## src/rtl/l1_cache_responder.sv

```systemverilog
// l1_cache_responder: direct-mapped, write-back, write-allocate L1 cache that
// answers CPU word requests and moves 128-bit lines to/from physical memory.
//
// Ports:
//   clk, reset                  rising-edge clock, synchronous active-high reset
//   mem_read / mem_write        held CPU request (both high = write)
//   mem_address / mem_wdata     CPU byte address and write word
//   mem_byte_enable             write mask, [1]=high byte, [0]=low byte
//   mem_rdata / mem_resp        read word and one-cycle completion (same cycle on hit)
//   pmem_read / pmem_write      line fill / writeback request, held until pmem_resp
//   pmem_address / pmem_wdata   line address ([3:0]=0) and writeback line
//   pmem_rdata / pmem_resp      fill line and completion pulse
//   hit_count / miss_count      saturating performance counters
//
// Optional feature: define L1_PERF_COUNTERS_EN to build the counters;
// otherwise both counter ports are tied to zero.
module l1_cache_responder #(
  parameter int unsigned IDX_BITS = 3
) (
  input  logic         clk,
  input  logic         reset,
  input  logic         mem_read,
  input  logic         mem_write,
  input  logic [15:0]  mem_address,
  input  logic [15:0]  mem_wdata,
  input  logic [1:0]   mem_byte_enable,
  output logic [15:0]  mem_rdata,
  output logic         mem_resp,
  output logic         pmem_read,
  output logic         pmem_write,
  output logic [15:0]  pmem_address,
  output logic [127:0] pmem_wdata,
  input  logic [127:0] pmem_rdata,
  input  logic         pmem_resp,
  output logic [15:0]  hit_count,
  output logic [15:0]  miss_count
);

  localparam int unsigned SETS   = 1 << IDX_BITS;
  localparam int unsigned TAG_W  = 12 - IDX_BITS;
  localparam int unsigned LINE_W = 128;
  localparam int unsigned WORD_W = 16;

  typedef enum logic [1:0] {CHECK, WRITEBACK, ALLOCATE} state_t;

  state_t state, state_next;

  logic [SETS-1:0]   valid_arr;
  logic [SETS-1:0]   dirty_arr;
  logic [TAG_W-1:0]  tag_arr  [SETS];
  logic [LINE_W-1:0] line_arr [SETS];

  // Line address of the outstanding miss, so a dropped request cannot
  // redirect the transfer or the install.
  logic [11:0]       miss_line;

  logic [TAG_W-1:0]    req_tag;
  logic [IDX_BITS-1:0] req_idx;
  logic [2:0]          req_word;
  logic [IDX_BITS-1:0] miss_idx;
  logic [TAG_W-1:0]    miss_tag;
  logic                req;
  logic                hit;
  logic [WORD_W-1:0]   cur_word;
  logic [WORD_W-1:0]   merged_word;
  logic                hit_wr;
  logic                fill;
  logic                miss_start;
  logic                unused_addr_bit;

  assign req_tag   = mem_address[15 -: TAG_W];
  assign req_idx   = mem_address[3+IDX_BITS:4];
  assign req_word  = mem_address[3:1];
  assign miss_idx  = miss_line[IDX_BITS-1:0];
  assign miss_tag  = miss_line[11:IDX_BITS];
  assign req       = mem_read | mem_write;
  assign hit       = valid_arr[req_idx] && (tag_arr[req_idx] == req_tag);
  assign cur_word  = line_arr[req_idx][{req_word, 4'b0000} +: WORD_W];
  assign merged_word = {mem_byte_enable[1] ? mem_wdata[15:8] : cur_word[15:8],
                        mem_byte_enable[0] ? mem_wdata[7:0]  : cur_word[7:0]};
  // Byte steering is the CPU's job, so address bit 0 is deliberately ignored.
  assign unused_addr_bit = mem_address[0];

  // State register.
  always_ff @(posedge clk) begin
    if (reset) state <= CHECK;
    else       state <= state_next;
  end

  // Next state, handshake outputs and array write enables.
  always_comb begin
    state_next   = state;
    mem_resp     = 1'b0;
    mem_rdata    = '0;
    pmem_read    = 1'b0;
    pmem_write   = 1'b0;
    pmem_address = '0;
    pmem_wdata   = '0;
    hit_wr       = 1'b0;
    fill         = 1'b0;
    miss_start   = 1'b0;
    case (state)
      CHECK: begin
        if (req && !reset) begin
          if (hit) begin
            mem_resp  = 1'b1;
            mem_rdata = cur_word;
            hit_wr    = mem_write;
          end else begin
            miss_start = 1'b1;
            state_next = dirty_arr[req_idx] ? WRITEBACK : ALLOCATE;
          end
        end
      end
      WRITEBACK: begin
        pmem_write   = 1'b1;
        pmem_address = {tag_arr[miss_idx], miss_idx, 4'b0000};
        pmem_wdata   = line_arr[miss_idx];
        if (pmem_resp) state_next = ALLOCATE;
      end
      ALLOCATE: begin
        pmem_read    = 1'b1;
        pmem_address = {miss_line, 4'b0000};
        if (pmem_resp) begin
          fill       = !reset;
          state_next = CHECK;
        end
      end
      default: state_next = CHECK;
    endcase
  end

  // Valid/dirty bits; the only per-set state that reset clears.
  always_ff @(posedge clk) begin
    if (reset) begin
      valid_arr <= '0;
      dirty_arr <= '0;
    end else begin
      if (hit_wr) dirty_arr[req_idx] <= 1'b1;
      if (fill) begin
        valid_arr[miss_idx] <= 1'b1;
        dirty_arr[miss_idx] <= 1'b0;
      end
    end
  end

  // Tag/data arrays and miss address capture; enables already exclude reset.
  always_ff @(posedge clk) begin
    if (miss_start) miss_line <= mem_address[15:4];
    if (hit_wr) line_arr[req_idx][{req_word, 4'b0000} +: WORD_W] <= merged_word;
    if (fill) begin
      line_arr[miss_idx] <= pmem_rdata;
      tag_arr[miss_idx]  <= miss_tag;
    end
  end

`ifdef L1_PERF_COUNTERS_EN
  logic [15:0] hit_q;
  logic [15:0] miss_q;
  logic        post_fill;

  // The hit that completes a miss right after the fill is not a real hit.
  always_ff @(posedge clk) begin
    if (reset) begin
      hit_q     <= '0;
      miss_q    <= '0;
      post_fill <= 1'b0;
    end else begin
      post_fill <= fill;
      if (mem_resp && !post_fill && (hit_q != 16'hFFFF)) hit_q <= hit_q + 16'd1;
      if (miss_start && (miss_q != 16'hFFFF)) miss_q <= miss_q + 16'd1;
    end
  end

  assign hit_count  = hit_q;
  assign miss_count = miss_q;
`else
  assign hit_count  = '0;
  assign miss_count = '0;
`endif

endmodule

```

## config.mk

```make
export PLATFORM = sky130hd
export DESIGN_NAME = l1_cache_responder
export DESIGN_NICKNAME = d
export VERILOG_FILES = /design/src/rtl/l1_cache_responder.sv
export SDC_FILE = /design/constraint.sdc
export NUM_CORES = 1
export LEC_CHECK = 0
export CAP_MARGIN = 20
export CELL_PAD_IN_SITES_DETAIL_PLACEMENT = 1
export CELL_PAD_IN_SITES_GLOBAL_PLACEMENT = 1
export CORE_UTILIZATION = 51
export CTS_CLUSTER_DIAMETER = 40
export DETAILED_ROUTE_END_ITERATION = 10
export PLACE_DENSITY_LB_ADDON = 0.08
export SYNTH_ARGS = -nofsm -noshare
export SYNTH_HDL_FRONTEND = slang
export SYNTH_SLANG_ARGS = --single-unit
```

## constraint.sdc

```tcl
create_clock -name clk -period 5.75 [get_ports clk]
set_input_delay 0.575 -clock clk [delete_from_list [all_inputs] [get_ports clk]]
set_output_delay 0.575 -clock clk [all_outputs]
set_load 0.01 [all_outputs]
```

==> impl_results.md, run 1 <==
* Outcome: finished clean
* Logic pwr share at 15.6%
* Final period utilization at 96.18%
* Minimum clock period at 5.530 ns
* Hold_sp: mem_address[5]
* Sequential-to-total area share from yosys stat at 60.46%
* Worst Path Arrival at 4.96 ns
* Placer Congestion at 0.9672
* Most frequent cells in the layout: edfxtp_1 (1108), mux4_2 (348), clkdlybuf4s50_1 (319)
* Critical Path Sink Type: primary output
* VDD IR max at 0.0002667 V
* CTS buffer count at 154
* Inst Count DP at 5175
* Number of synthesized register bits at 1129
* Setup bufs post-CTS at 0
* Final setup fails at 0
* Pwr Total at 22.30 mW
* Setup TNS at 0 ns
* Post-CTS sizing at 0
* IO Port Bufs at 324
* Clk pwr share at 42.7%
* DRT antenna net count at 0
* Avg Cell Area, Syn at 16.02 um2
* Setup CP Type: input pin to primary output
* Syn Inst Count at 3479
* Hold Slack at 0.2861 ns
* Clock Latency Late Sink at 0.78 ns
* Final Skew at 0.02760 ns
* Final Max Tran Viols at 0
* Most common cell after layout, fill and taps aside: edfxtp_1
* Pin count of the biggest net entering global routing at 95
* Measured slew at the worst slew-check pin at 1.163 ns
* Sw Ratio at 26.77%
* Detailed-route vias per instance at 7.275
* Syn-to-layout area delta at 20.62%
* Yosys warnings at 0
* Clock sink count at 1129
* Worst r2r src: state[0]
* Total GRT Usage at 41.07%
* # fillers at 9562
* Htree depth at 4
* Crit path launch: mem_address[6]
* Startpoint Class: input pin
* Clk Tree Root Cell: clkbuf_16
* Final hold violations at 0
* Netlist cell types at 86
* Cell area after layout at 0.06722 mm2
* P_int at 16.33 mW
* Gr ovfl total at 0
* Worst-path clk slew at 0.05 ns
* Finished Layout Cells at 5465
* Leakage power at 22.86 nW
* Routed WL per cell at 41.60 um
* Max Root-Sink Buffers at 3
* DRT Wirelength at 227300 um
* Initial Util at 51.76%
* NetSw at 5.970 mW
* DRC Markers at 0
* Nets at 4103
* EDFF count, synth at 1108
* First-pass GRT wire length at 316000 um
* Worst path required time at 5.18 ns
* Core Region at 0.1077 mm2
* DP Area at 0.06209 mm2
* Initial antenna violation count at 10
* Fraction of layout cells with a size suffix above 1 at 27.88%
* Placement Setup Slack at 0.3264 ns
* DIE WIDTH at 332.6 um
* Die Height at 332.6 um
* Primary flip-flop cell chosen by synthesis mapping: edfxtp_1
* Vias in the first global route at 40680
* Mapped Area at 0.05573 mm2
* I/O pin count at 362
* Worst Hold Class: input pin to flip-flop
* Final core utilization at 62.44%
* Pre-antenna DRT Iters at 6
* CTS tree: done
* Hpwl dp at 149600 um
* Reg power frac at 41.7%
* Fmax at 180.8 MHz
* DR vias at 39760
* CTS Hold Buffers Added at 0
* Die area at 0.1106 mm2
* Rel. slew slack at 22.45%
* Setup WS post-layout at 0.2196 ns
* Rows at 120
* RSZ-0062 raised after global routing: no
* PD cells at 331.8 mW/mm2
* Max-cap violations at 0
* Detailed Route Iter0 Violations at 5384
* Async SR Flop Fraction at 0%
* Crit path max fanout at 38
[final timing paths]
kind,slack [ns],cells past startpoint,end
worst max register to register,1.47,10,line_arr[1][91]
worst min register to register,0.47,1,dirty_arr[5]
worst min-delay path,0.29,1,miss_line[1]
worst max-delay path,0.22,9,mem_rdata[7]
[kinds of logic after synthesis]
| family | after synthesis | share of synthesized area, % |
|---|---|---|
| xor gates and xnor gates | 7 | 0.1100 |
| and+or+nand+nor | 512 | 4.697 |
| adders and majority gates | 8 | 0.1796 |
| AOI/OAI and AO/OA | 745 | 10.30 |
| buffers and inverters | 356 | 3.152 |
| muxes | 721 | 21.10 |
| other | 1 | 0.006729 |
| DFF | 1129 | 60.46 |
[state kept, by name, indices dropped and copies added (netlist names), named ones only]
| signal | count |
|---|---|
| valid_arr | 8 |
| miss_line | 12 |
| tag_arr | 72 |
| state | 2 |
| dirty_arr | 8 |
| line_arr | 1024 |
[synthesized netlist by cell type, types with 16 or more instances]
| master | number | area share (%) |
|---|---|---|
| nand2b_1 | 18 | 0.20 |
| a221o_1 | 52 | 0.93 |
| buf_4 | 60 | 0.81 |
| nor2b_1 | 151 | 1.7 |
| a21oi_1 | 84 | 0.75 |
| a211oi_1 | 16 | 0.22 |
| edfxtp_1 | 1108 | 60 |
| a221oi_1 | 96 | 1.5 |
| mux4_2 | 348 | 14 |
| a22o_1 | 110 | 1.7 |
| o2bb2ai_1 | 37 | 0.58 |
| o31ai_1 | 20 | 0.27 |
| nand2_1 | 148 | 1.0 |
| nor2_1 | 91 | 0.61 |
| inv_1 | 17 | 0.11 |
| buf_2 | 72 | 0.65 |
| buf_1 | 48 | 0.32 |
| clkbuf_1 | 145 | 0.98 |
| mux2_2 | 139 | 2.8 |
| o221ai_1 | 17 | 0.27 |
| a22oi_1 | 72 | 0.97 |
| o21ai_0 | 101 | 0.91 |
| dfxtp_1 | 21 | 0.75 |
| mux2i_1 | 228 | 4.1 |
| nand3_1 | 25 | 0.22 |
[metal layers]
layer,wire length (um),part of all wire [%],global-route usage [%],vias to the layer above
li1,-,-,-,15340
met1,79360,35,52.10,20530
met2,103100,45,62.55,3161
met3,27530,12,10.56,733
met4,17340,7.6,27.47,4
met5,24,0.011,0,-
[power by group through the flow]
stage	registers (mW)	clock network, mW	logic (mW)
floorplan	9.36	0	1.98
global placement	9.45	0	3.31
detailed placement	9.46	0	3.38
CTS	9.30	9.56	3.40
global route	9.30	9.84	3.55
finish	9.30	9.53	3.47
[layout make-up]
type	instances	area [um2]	share of cell area [%]
Clock inverter	104	1028	1.530
Tap cell	1403	1755	2.612
Inverter	18	70.07	0.1042
Timing Repair Buffer	596	5628	8.373
Multi-Input combinational cell	2029	20930	31.14
Clock buffer	177	4078	6.066
Antenna cell	9	22.52	0.03351
Sequential cell	1129	33700	50.14
[critical path, cell delays in order]
cell	delay [ns]
buf_8	0.34
nor2b_2	0.91
a22oi_1	0.22
o21ai_0	0.30
xor2_1	0.15
nor4_4	0.56
nand3_4	0.42
nor3_1	0.76
clkdlybuf4s50_1	0.67
No activity file was read; power rests on OpenSTA's default activity.
==> inputs of run 2 (changes only) <==
Settings changed: CORE_MARGIN set to 1.5, HOLD_SLACK_MARGIN set to 0.15.
Clock period 5.75 ns to 5.2 ns, I/O delays scaled along.
==> run 2 against run 1 <==
Effect of this change: count of clock-buffer cells in the layout is 10 lower; non-clock buffer count is 15 higher; sequential cell count stayed put; combinational power is 12% higher; via count is 0.33% lower; die area is 0.60% higher; core utilization hardly changed; largest cell class unchanged.
==> impl_results.md, run 2 (same netlist as run 1, synthesis figures left out) <==
* Gr ovfl total at 0
* DRT antenna net count at 0
* Final core utilization at 62.44%
* Initial antenna violation count at 12
* Minimum clock period at 5.025 ns
* Die area at 0.1113 mm2
* WP buf/inv at 4
* Slowest cell on crit path: a222oi_1
* Most frequent cells in the layout: edfxtp_1 (1108), mux4_2 (348), clkdlybuf4s50_1 (319)
* Worst r2r src: tag_arr[6][2]
* Nets at 4119
* DRT Wirelength at 225900 um
* Top flop regs: line_arr x1024, tag_arr x72, miss_line x12
* DP Area at 0.06237 mm2
* Die Height at 333.6 um
* Worst Hold Class: input pin to flip-flop
* Worst Path Arrival at 4.50 ns
* Largest register by flop count: line_arr
* CTS Hold Buffers Added at 0
* CTS buffer count at 155
* Fraction of layout cells with a size suffix above 1 at 28.44%
* Final Max Tran Viols at 0
* Crit path launch: mem_address[6]
* Pre-antenna DRT Iters at 6
* Outcome: finished clean
* Worst path required time at 4.68 ns
* Core Region at 0.1086 mm2
* Setup bufs post-CTS at 0
* RSZ-0062 raised after global routing: no
* Post-CTS sizing at 0
* Fmax at 199.0 MHz
* Final period utilization at 96.63%
* First-pass GRT wire length at 314500 um
* Hold Slack at 0.3985 ns
* Rows at 121
* Final setup fails at 0
* CTS tree: done
* DRC Markers at 0
* Setup TNS at 0 ns
* Vias in the first global route at 40270
* I/O pin count at 362
* Hold_sp: mem_address[4]
* Crit path max-delay family: buffers and inverters
* Critical Path Sink Type: primary output
* Placer Congestion at 0.9663
* Slowest Stage Delay on Critical Path at 0.61 ns
* Detailed-route vias per instance at 7.212
* Worst-path clk slew at 0.06 ns
* Total GRT Usage at 40.55%
* Max-cap violations at 0
* Crit path max fanout at 40
* Final hold violations at 0
* Clk Tree Root Cell: clkbuf_16
* Number of flip-flops in the largest register at 1024
* Most common cell after layout, fill and taps aside: edfxtp_1
* Measured slew at the worst slew-check pin at 1.232 ns
* IO Port Bufs at 324
* Max Root-Sink Buffers at 3
* Detailed Route Iter0 Violations at 5630
* Cell area after layout at 0.06778 mm2
* Crit-path most repeated cell: buf_4
* Pin count of the biggest net entering global routing at 75
* Routed WL per cell at 41.11 um
* CP Cell Sequence: buf_8 -> nand2b_1 -> buf_4 -> o221ai_1 -> a222oi_1 -> o2111ai_1 -> nor4_4 -> nand3_4 -> buf_4 -> nor2_1 -> clkdlybuf4s50_1
* DR vias at 39630
* Clock Latency Late Sink at 0.78 ns
* Clock sink count at 1129
* VDD IR max at 0.0003123 V
* Final Skew at 0.03481 ns
* Leakage power at 23.04 nW
* Initial Util at 51.34%
* Htree depth at 4
* Syn-to-layout area delta at 21.63%
* Hpwl dp at 148700 um
* Startpoint Class: input pin
* PD cells at 371.0 mW/mm2
* Setup CP Type: input pin to primary output
* Rel. slew slack at 17.86%
* DIE WIDTH at 333.6 um
==> run 2: cell count changes in the layout (fill, tap and decap cells not counted), moves of 3 or more <==
cell | before | now
inv_6 | 24 | 20
a21oi_2 | 19 | 16
bufinv_16 | 14 | 21
clkinv_8 | 1 | 4
a21oi_1 | 65 | 68
diode_2 | 9 | 6
clkinv_1 | 24 | 20
clkinv_4 | 9 | 12
clkbuf_1 | 16 | 9
clkinvlp_4 | 11 | 26
clkinv_2 | 17 | 14
buf_12 | 27 | 41
clkbuf_16 | 160 | 157
==> run 2: worst register-to-register path: cells and delay by family (launching register included) <==
kind,cells,cell delay (ns)
XOR/XNOR,1,0.25
AO/OA/AOI/OAI,2,0.61
AND/OR/NAND/NOR,2,1.08
multiplexers,2,0.66
buffers and inverters,2,0.66
flip-flops,1,0.42
==> run 2: worst paths after layout <==
| path | endpoint | slack, ns | cells after the start |
|---|---|---|---|
| max | mem_rdata[13] | 0.18 | 11 |
| min | flip-flop | 0.40 | 2 |
| max reg2reg | line_arr[2][75] | 1.14 | 9 |
| min reg2reg | dirty_arr[4] | 0.47 | 1 |
==> run 2: final cells by class <==
cell class | count | area (um2)
diodes | 6 | 15.01
clock buffers | 167 | 3976
clock inverters | 121 | 1405
fillers | 9597 | 40770
inverters | 18 | 70.07
multi-input cells | 2029 | 20920
flip-flops and latches | 1129 | 33700
well taps | 1414 | 1769
repair buffers | 611 | 5922
==> run 2: per-stage QoR <==
| stage | cells | worst slack [ns] | total power, mW |
|---|---|---|---|
| after global placement | 5200 | 0.4038 | 14.14 |
| after floorplan | 3514 | 0.9345 | 12.54 |
| after detailed placement | 5200 | 0.3193 | 14.23 |
| final | 5495 | 0.1750 | 25.14 |
| after CTS | 5488 | 0.3014 | 25.11 |
| after global routing | 5489 | 0.1084 | 25.59 |
==> run 2: per-layer routing <==
metal  part of all wire (%)  vias up  track usage (%)
li1                       -    15370                -
met1                     36    20530            52.17
met2                     45     3031            61.79
met3                     11      689            9.815
met4                    7.5       10            26.39
met5                  0.031        -                0
==> run 2: power breakdown <==
group | internal, mW | switching [mW]
clock network | 6.68 | 4.31
registers | 10.1 | 0.143
logic | 1.59 | 2.29
